### config.mk
export PLATFORM = sky130hd
export DESIGN_NAME = sprite_motion
export DESIGN_NICKNAME = d
export VERILOG_FILES = /design/src/rtl/sprite_motion.sv
export SDC_FILE = /design/constraint.sdc
export NUM_CORES = 1
export LEC_CHECK = 0
export CORE_UTILIZATION = 45
export DETAILED_ROUTE_END_ITERATION = 16
export DONT_BUFFER_PORTS = 1
export HOLD_SLACK_MARGIN = 0.02
export PLACE_DENSITY = 0.56
export SYNTH_ARGS = -nofsm -noshare
export SYNTH_HDL_FRONTEND = slang
export SYNTH_SLANG_ARGS = --single-unit
### constraint.sdc
create_clock -name frame_clk -period 8.6 [get_ports frame_clk]
set_input_delay 2.58 -clock frame_clk [delete_from_list [all_inputs] [get_ports frame_clk]]
set_output_delay 2.58 -clock frame_clk [all_outputs]
set_load 0.01 [all_outputs]
### src/rtl/sprite_motion.sv
// Per-frame sprite mover: keycode-driven direction, held-key speed ramp, pause,
// and a configurable wall response (bounce / stop / wrap) with a one-frame hit pulse.
module sprite_motion #(
    parameter int          W           = 10,
    parameter int          X_CENTER    = 400,
    parameter int          Y_CENTER    = 250,
    parameter int          X_MIN       = 270,
    parameter int          X_MAX       = 600,
    parameter int          Y_MIN       = 50,
    parameter int          Y_MAX       = 400,
    parameter int          SIZE        = 4,
    parameter int          STEP_MAX    = 4,
    parameter int          RAMP_FRAMES = 8,
    parameter int          EDGE_MODE   = 0,
    parameter logic [7:0]  KEY_UP      = 8'h52,
    parameter logic [7:0]  KEY_DOWN    = 8'h51,
    parameter logic [7:0]  KEY_LEFT    = 8'h50,
    parameter logic [7:0]  KEY_RIGHT   = 8'h4F
) (
    input  logic         frame_clk,
    input  logic         Reset,
    input  logic [7:0]   key,
    input  logic         pause,
    output logic [W-1:0] SpriteX,
    output logic [W-1:0] SpriteY,
    output logic [W-1:0] SpriteS,
    output logic [1:0]   Dir,
    output logic [2:0]   Speed,
    output logic         moving,
    output logic         hit
);
    localparam int RW = (RAMP_FRAMES > 1) ? $clog2(RAMP_FRAMES) : 1;
    localparam logic [RW-1:0] RAMP_LAST = RW'(RAMP_FRAMES - 1);
    localparam logic [2:0]    SPEED_MAX = 3'(STEP_MAX);
    localparam logic signed [W+1:0] X_LO = (W+2)'(X_MIN + SIZE);
    localparam logic signed [W+1:0] X_HI = (W+2)'(X_MAX - SIZE);
    localparam logic signed [W+1:0] Y_LO = (W+2)'(Y_MIN + SIZE);
    localparam logic signed [W+1:0] Y_HI = (W+2)'(Y_MAX - SIZE);

    typedef enum logic [1:0] {S_IDLE, S_MOVE, S_PAUSED} state_t;

    state_t          state_reg, state_next, ret_reg, ret_next, eff_state;
    logic [W-1:0]    x_reg, x_next, y_reg, y_next;
    logic [1:0]      dir_reg, dir_next;
    logic [2:0]      speed_reg, speed_next;
    logic [RW-1:0]   ramp_reg, ramp_next;
    logic            hit_reg, hit_next;

    logic            key_valid;
    logic [1:0]      key_dir;
    logic            stepping, axis_x, wall;
    logic [W-1:0]    new_pos;
    logic signed [W+1:0] pos_s, spd_s, lo_s, hi_s, n;

    always_comb begin
        key_valid = 1'b1;
        key_dir   = 2'd0;
        if (key == KEY_UP)         key_dir = 2'd0;
        else if (key == KEY_DOWN)  key_dir = 2'd1;
        else if (key == KEY_LEFT)  key_dir = 2'd2;
        else if (key == KEY_RIGHT) key_dir = 2'd3;
        else                       key_valid = 1'b0;
    end

    always_ff @(posedge frame_clk) begin
        if (Reset) begin
            state_reg <= S_IDLE;
            ret_reg   <= S_IDLE;
            x_reg     <= W'(X_CENTER);
            y_reg     <= W'(Y_CENTER);
            dir_reg   <= 2'd0;
            speed_reg <= 3'd0;
            ramp_reg  <= '0;
            hit_reg   <= 1'b0;
        end else begin
            state_reg <= state_next;
            ret_reg   <= ret_next;
            x_reg     <= x_next;
            y_reg     <= y_next;
            dir_reg   <= dir_next;
            speed_reg <= speed_next;
            ramp_reg  <= ramp_next;
            hit_reg   <= hit_next;
        end
    end

    always_comb begin
        // Releasing pause resumes on this same edge as if never paused.
        eff_state  = (state_reg == S_PAUSED && !pause) ? ret_reg : state_reg;
        state_next = eff_state;
        ret_next   = ret_reg;
        x_next     = x_reg;
        y_next     = y_reg;
        dir_next   = dir_reg;
        speed_next = speed_reg;
        ramp_next  = ramp_reg;
        hit_next   = 1'b0;
        stepping   = 1'b0;

        case (eff_state)
            S_IDLE: begin
                if (pause) begin
                    state_next = S_PAUSED;
                    ret_next   = S_IDLE;
                end else if (key_valid) begin
                    dir_next   = key_dir;
                    speed_next = 3'd1;
                    ramp_next  = '0;
                    stepping   = 1'b1;
                end
            end
            S_MOVE: begin
                if (pause) begin
                    state_next = S_PAUSED;
                    ret_next   = S_MOVE;
                end else begin
                    stepping = 1'b1;
                    if (!key_valid) begin
                        ramp_next = '0;
                    end else if (key_dir != dir_reg) begin
                        dir_next   = key_dir;
                        speed_next = 3'd1;
                        ramp_next  = '0;
                    end else if (ramp_reg == RAMP_LAST) begin
                        ramp_next = '0;
                        if (speed_reg < SPEED_MAX)
                            speed_next = speed_reg + 3'd1;
                    end else begin
                        ramp_next = ramp_reg + RW'(1);
                    end
                end
            end
            default: ;
        endcase

        // Wall check uses the direction and speed resolved above.
        axis_x  = dir_next[1];
        pos_s   = $signed({2'b00, (axis_x ? x_reg : y_reg)});
        spd_s   = $signed({{(W-1){1'b0}}, speed_next});
        lo_s    = axis_x ? X_LO : Y_LO;
        hi_s    = axis_x ? X_HI : Y_HI;
        n       = dir_next[0] ? (pos_s + spd_s) : (pos_s - spd_s);
        wall    = (n > hi_s) || (n < lo_s);
        new_pos = n[W-1:0];

        if (stepping) begin
            state_next = S_MOVE;
            if (wall) begin
                hit_next = 1'b1;
                if (EDGE_MODE == 1) begin
                    new_pos    = (n > hi_s) ? hi_s[W-1:0] : lo_s[W-1:0];
                    speed_next = 3'd0;
                    ramp_next  = '0;
                    state_next = S_IDLE;
                end else if (EDGE_MODE == 2) begin
                    new_pos = (n > hi_s) ? lo_s[W-1:0] : hi_s[W-1:0];
                end else begin
                    new_pos  = (n > hi_s) ? hi_s[W-1:0] : lo_s[W-1:0];
                    dir_next = dir_next ^ 2'b01;
                end
            end
            if (axis_x) x_next = new_pos;
            else        y_next = new_pos;
        end
    end

    always_comb begin
        SpriteX = x_reg;
        SpriteY = y_reg;
        SpriteS = W'(SIZE);
        Dir     = dir_reg;
        Speed   = speed_reg;
        moving  = (state_reg == S_MOVE);
        hit     = hit_reg;
    end
endmodule

==> Word-level counts from Yosys, hierarchy flattened <==
Cells that the tools add are included.
W data, S select, Z words.
{ "classes": {"mux": 49, "reduce_logical": 12, "magnitude_cmp": 3, "div_mod_pow": 0, "add_sub_neg": 4, "eq_ne": 14, "n_shift": 0, "bitwise_logic": 3, "mul": 0} }
{ "ops": {"columns": ["operator", "count"], "rows": [
  ["$mux W10", 4],
  ["$mux W3", 13],
  ["$eq A8 B7 Y1 const B", 4],
  ["$mux W2", 14],
  ["$gt A12 B11 Y1", 1],
  ["$lt A12 B10 Y1", 1],
  ["$mux W12", 1],
  ["$pmux W3 S2", 2],
  ["$add A10 B3 Y11", 1],
  ["$mux W1", 11],
  ["$sub A10 B3 Y11", 1],
  ["$ne A2 B2 Y1 const B", 5],
  ["$mux W9", 1],
  ["$pmux W2 S2", 2],
  ["$add A3 B1 Y3 const B", 2],
  ["$reduce_or A2 Y1", 3],
  ["$eq A2 B1 Y1 const B", 2],
  ["$reduce_and A2 Y1", 2],
  ["$reduce_and A4 Y1", 1],
  ["$eq A3 B3 Y1 const B", 1],
  ["$lt A3 B3 Y1 const B", 1],
  ["$not A1 Y1", 3],
  ["$reduce_and A3 Y1", 1],
  ["$eq A2 B2 Y1 const B", 1],
  ["7 further kinds", 7]
]} }
{ "totals": {"latchBits": 0, "reg_bits": 33, "mem_bits_ro": 0, "memories": 0, "ramBits": 0} }

==> Longest topological paths before layout <==
{ "depth": {"ltp_word": 17, "ltp_mapped": 30, "mapped_depth_nobuf": 28} }

==> Worst setup path before layout <==
No wires, ideal clock.
{ "synth_path": {"path_type": "input -> register", "from": "in key[2]", "to": "reg y_reg[3], in the netlist SpriteY[3]", "path_stages": 25, "path_slack_ns": 0.591, "arrival_ns": 7.880, "setup_ns": 0.129, "t_required_ns": 8.471, "cell_sequence": "nor4b_2 -> mux2i_1 -> xnor2_1 -> o31ai_1 -> a21oi_1 -> nor4_1 -> or4_1 -> a32oi_1 -> inv_1 -> fa_1 -> a21oi_1 -> a31oi_1 -> nand3_1 -> mux2_2 -> or2_2 -> ha_1 -> nand2_1 -> or4_1 -> a221oi_2 -> nor2_1 -> nand2_1 -> inv_1 -> ha_1 -> a221oi_1 -> o21ai_1"} }
{ "synth_rtl": {"columns": ["element", "line", "text"], "rows": [
  ["start, declared", "22", "input logic [7:0] key,"],
  ["$eq A8 B7 Y1", "61", "else if (key == KEY_RIGHT) key_dir = 2'd3;"],
  ["$mux W2", "61", null],
  ["$mux W2", "60", "else if (key == KEY_LEFT) key_dir = 2'd2;"],
  ["$mux W2", "59", "else if (key == KEY_DOWN) key_dir = 2'd1;"],
  ["$mux W2", "58", "if (key == KEY_UP) key_dir = 2'd0;"],
  ["$ne A2 B2 Y1", "120", "end else if (key_dir != dir_reg) begin"],
  ["$mux W3", "120", null],
  ["$mux W3", "118", "if (!key_valid) begin"],
  ["$mux W3", "113", "if (pause) begin"],
  ["$pmux W3 S2 (*)", "100", "case (eff_state)"],
  ["net speed_next[1]", "45", "logic [2:0] speed_reg, speed_next;"],
  ["$sub A10 B3 Y11 or $add A10 B3 Y11 (tied branches)", "142", "n = dir_next[0] ? (pos_s + spd_s) : (pos_s - spd_s);"],
  ["$mux W12 (*)", "142", null],
  ["$gt A12 B11 Y1 or $lt A12 B10 Y1 (tied branches)", "143, 158", null],
  ["$mux W10 or $logic_or A1 B1 Y1 (tied branches)", "158, 143", null],
  ["$mux W10 (*)", "148", "if (wall) begin"],
  ["end signal, assigned", "70", "y_reg <= W'(Y_CENTER);"],
  ["end signal, assigned", "79", "y_reg <= y_next;"],
  ["end, declared", "43", "logic [W-1:0] x_reg, x_next, y_reg, y_next;"]
]} }
The timed path passes the listed nets; every way through them passes the cells marked *.
A chain may end at the register's enable or synchronous reset.

==> Worst setup path in the final report <==
{ "layout_path": {"from": "in key[2]", "to": "reg y_reg[6], in the netlist SpriteY[6]"} }
Same word-level chain as after synthesis.

==> impl_metrics.py <==
metrics = {
    "route": {
        "wl_met3_um": 600,
        "wl_met1_um": 4082,
        "drt-vias-per-instance": 6.252,
        "post_drt_wl_per_cell_um": 18.80,
        "drt_iter0_drc": 169,
        "drc": 0,
        "top_layer_used": "met4",
        "num_vias": 2707,
        "wl_um": 8142,
        "wl_met2_um": 3371,
        "drt_first_pass_iters": 5,
        "postRouteAntennaNets": 0,
    },
    "clock_tree": {
        "htree_levels": 2,
        "cts.sinks": 32,
        "clkTransAtPathRegs_ns": 0.08,
        "clock_path_buffers": 2,
        "root_buffer": "clkbuf_8",
        "cts_buffers": 5,
        "clkLatencyLatePin_ns": 0.29,
        "cts_tree": "done",
        "holdBufCountCts": 0,
    },
    "worst_setup_path": {
        "crit_path_max_incr_delay_ns": 0.52,
        "worstPathRequired_ns": 8.76,
        "crit_start": "key[2]",
        "arrival_ns": 8.24,
        "cp_slowest_cell": "or4_1",
        "crit_cells": 25,
        "cp_max_fo": 5,
        "crit_family": "simple AND/OR/NAND/NOR gates",
        "path_buf_inv": 2,
        "startpoint_type": "input port",
        "reg2reg_from": "Dir[1]",
        "cp-end-kind": "flop",
        "crit_type": "in -> reg",
        "ff2ff_path_depth": 23,
    },
    "pwr": {
        "power_frac_seq_pct": 47.7,
        "clockPowerShare_pct": 42.1,
        "power_density_nw_per_um2": 101.0,
        "swShare_pct": 26.37,
        "leakage_uw": 0.001258,
        "power.switching_uw": 83.11,
        "p_int_uw": 232.0,
        "power_frac_comb_pct": 10.3,
        "ir_drop_uv": 58.32,
    },
    "global_routing": {
        "grt_pass1_wl_um": 13400,
        "overflow": 0,
        "grt_usage_pct": 24.34,
        "antenna_found_initial": 0,
        "grt_max_degree": 19,
        "grt_pass1_vias": 2481,
    },
    "die": {
        "die_y_um": 82.87,
        "ios": 48,
        "rows": 29,
        "die_area_um2": 6867,
        "coreArea_um2": 6314,
        "die_w_um": 82.87,
        "start_util_pct": 46.61,
    },
    "sta": {
        "hold_viol": 0,
        "fin_crit_ns": 8.078,
        "slew_headroom_pct": 17.52,
        "worst_pin_slew_ns": 1.233,
        "slew_violations": 0,
        "clock_skew_ns": 0.01242,
        "max_freq_mhz": 123.8,
        "setup-violations-final": 0,
        "fin_crit_sh_pct": 93.93,
    },
    "cells_and_area": {
        "drive_gt1_share_pct": 13.76,
        "final_core_util_pct": 49.43,
        "fin_cells": 433,
        "syn_to_final_growth_pct": 6.037,
        "antennaDiodeCount": 0,
        "nNetsFinal": 392,
    },
    "synthesis": {
        "ys_seq_area_share_pct": 21.77,
        "synth-edff-count": 0,
        "syn_area_um2": 2943,
        "synthCells": 352,
        "ys_types": 80,
        "syn_area_per_cell_um2": 8.360,
        "synth-main-ff-cell": "dfxtp_1",
        "ys_seq_elements": 32,
        "yosys_warnings": 0,
        "async_flop_share_pct": 0,
    },
    "hold_path": {
        "hold_depth": 2,
        "holdCritPathClass": "reg -> reg",
        "hp-start": "ret_reg[0]",
    },
    "placement": {
        "dp_hpwl_um": 6100,
        "place_congestion": 0.8788,
        "placedCellCount": 426,
        "io_buffers": 0,
    },
    "status": {
        "outcome": "finished clean",
    },
    "job": {
        "maxCapViolCount": 0,
    },
}
cell usage after synthesis, types with 4 or more instances:
cell | number | area share, %
nor2_1 | 34 | 4.3
dfxtp_1 | 32 | 22
nand2_1 | 27 | 3.4
a21oi_1 | 23 | 3.9
ha_1 | 23 | 9.8
o21ai_0 | 13 | 2.2
inv_1 | 12 | 1.5
mux2i_1 | 11 | 3.7
buf_4 | 10 | 2.6
a22oi_1 | 9 | 2.3
nor3_1 | 7 | 1.2
o21ai_1 | 7 | 1.2
clkbuf_1 | 6 | 0.77
nand3_1 | 6 | 1.0
nand4_1 | 6 | 1.3
nor2b_1 | 6 | 1.3
a31oi_1 | 5 | 1.1
and2_1 | 5 | 1.1
or2_2 | 5 | 1.1
xnor2_1 | 5 | 1.5
a211oi_1 | 4 | 1.0
a21o_1 | 4 | 1.0
a221oi_1 | 4 | 1.2
buf_6 | 4 | 1.5
nor4_1 | 4 | 0.85
per-layer routing:
layer	GRT usage (%)	vias to the layer above
li1	-	1315
met3	4.374	10
met2	34.43	118
met4	6.583	0
met1	37.35	1264
met5	0	-
cell type report:
class                   count  area [um^2]
clock buffers               7        96.34
fillers                   633         3193
inverters                  13        48.80
multi-input cells         294         2163
flip-flops and latches     32        640.6
well taps                  77        96.34
repair buffers             10        75.07
path summary, 6_finish.rpt:
kind / end / slack, ns
hold / removal: ret_reg[0] / 0.50
setup / recovery: SpriteY[6] / 0.52
hold reg to reg: ret_reg[0] / 0.50
setup reg to reg: SpriteY[6] / 2.74
cell families after synthesis:
family	Yosys count	synth area share, %
adders and majority gates	25	11.14
muxes	15	5.782
buffers and inverters	34	6.675
AOI/OAI and AO/OA	108	27.30
DFF	32	21.77
and+or+nand+nor	128	24.70
other	2	0.2552
xor gates and xnor gates	8	2.381
cell usage in the layout (no fill, tap or decap), types with 6 or more instances in the layout:
| master | n |
|---|---|
| a21oi_1 | 22 |
| a22oi_1 | 9 |
| buf_4 | 10 |
| clkbuf_8 | 7 |
| conb_1 | 10 |
| dfxtp_1 | 32 |
| ha_1 | 23 |
| inv_1 | 12 |
| mux2i_1 | 11 |
| nand2_1 | 27 |
| nand3_1 | 6 |
| nand4_1 | 6 |
| nor2_1 | 34 |
| nor2b_1 | 6 |
| nor3_1 | 7 |
| o21ai_0 | 13 |
| o21ai_1 | 7 |
power by group through the flow:
stage	Sequential [uW]	Clock [uW]	Combinational [uW]
floorplan	153	0	29.9
global placement	154	0	31.2
detailed placement	154	0	31.3
CTS	150	136	31.5
global route	150	142	35.7
finish	150	133	32.4
tightest hold or removal path, cell delays in order, from the launching register on:
cell and delay (ns):
dfxtp_1 0.33, mux2i_1 0.06, nor2_1 0.08
stage by stage:
stage | total power, uW | setup WS, ns | TNS (ns) | hold slack [ns] | area [um^2]
finish | 315.1 | 0.5219 | 0 | 0.5039 | 3120
global route | 328.3 | -0.001498 | -0.001498 | 0.5449 | 3120
CTS | 317.2 | 0.2756 | 0 | 0.5086 | 3093
detailed placement | 184.9 | 0.01492 | 0 | 0.4909 | 2997
global placement | 184.8 | 0.1381 | 0 | 0.4805 | 2997
floorplan | 183.2 | 0.5912 | 0 | 0.4602 | 2973
repair_timing:
| item | CTS | global route |
|---|---|---|
| setup endpoints to repair | 0 | 16 |
| buffers inserted | 0 | 0 |
| gates resized for setup | 0 | 4 |
(Power assumes the default switching activity.)
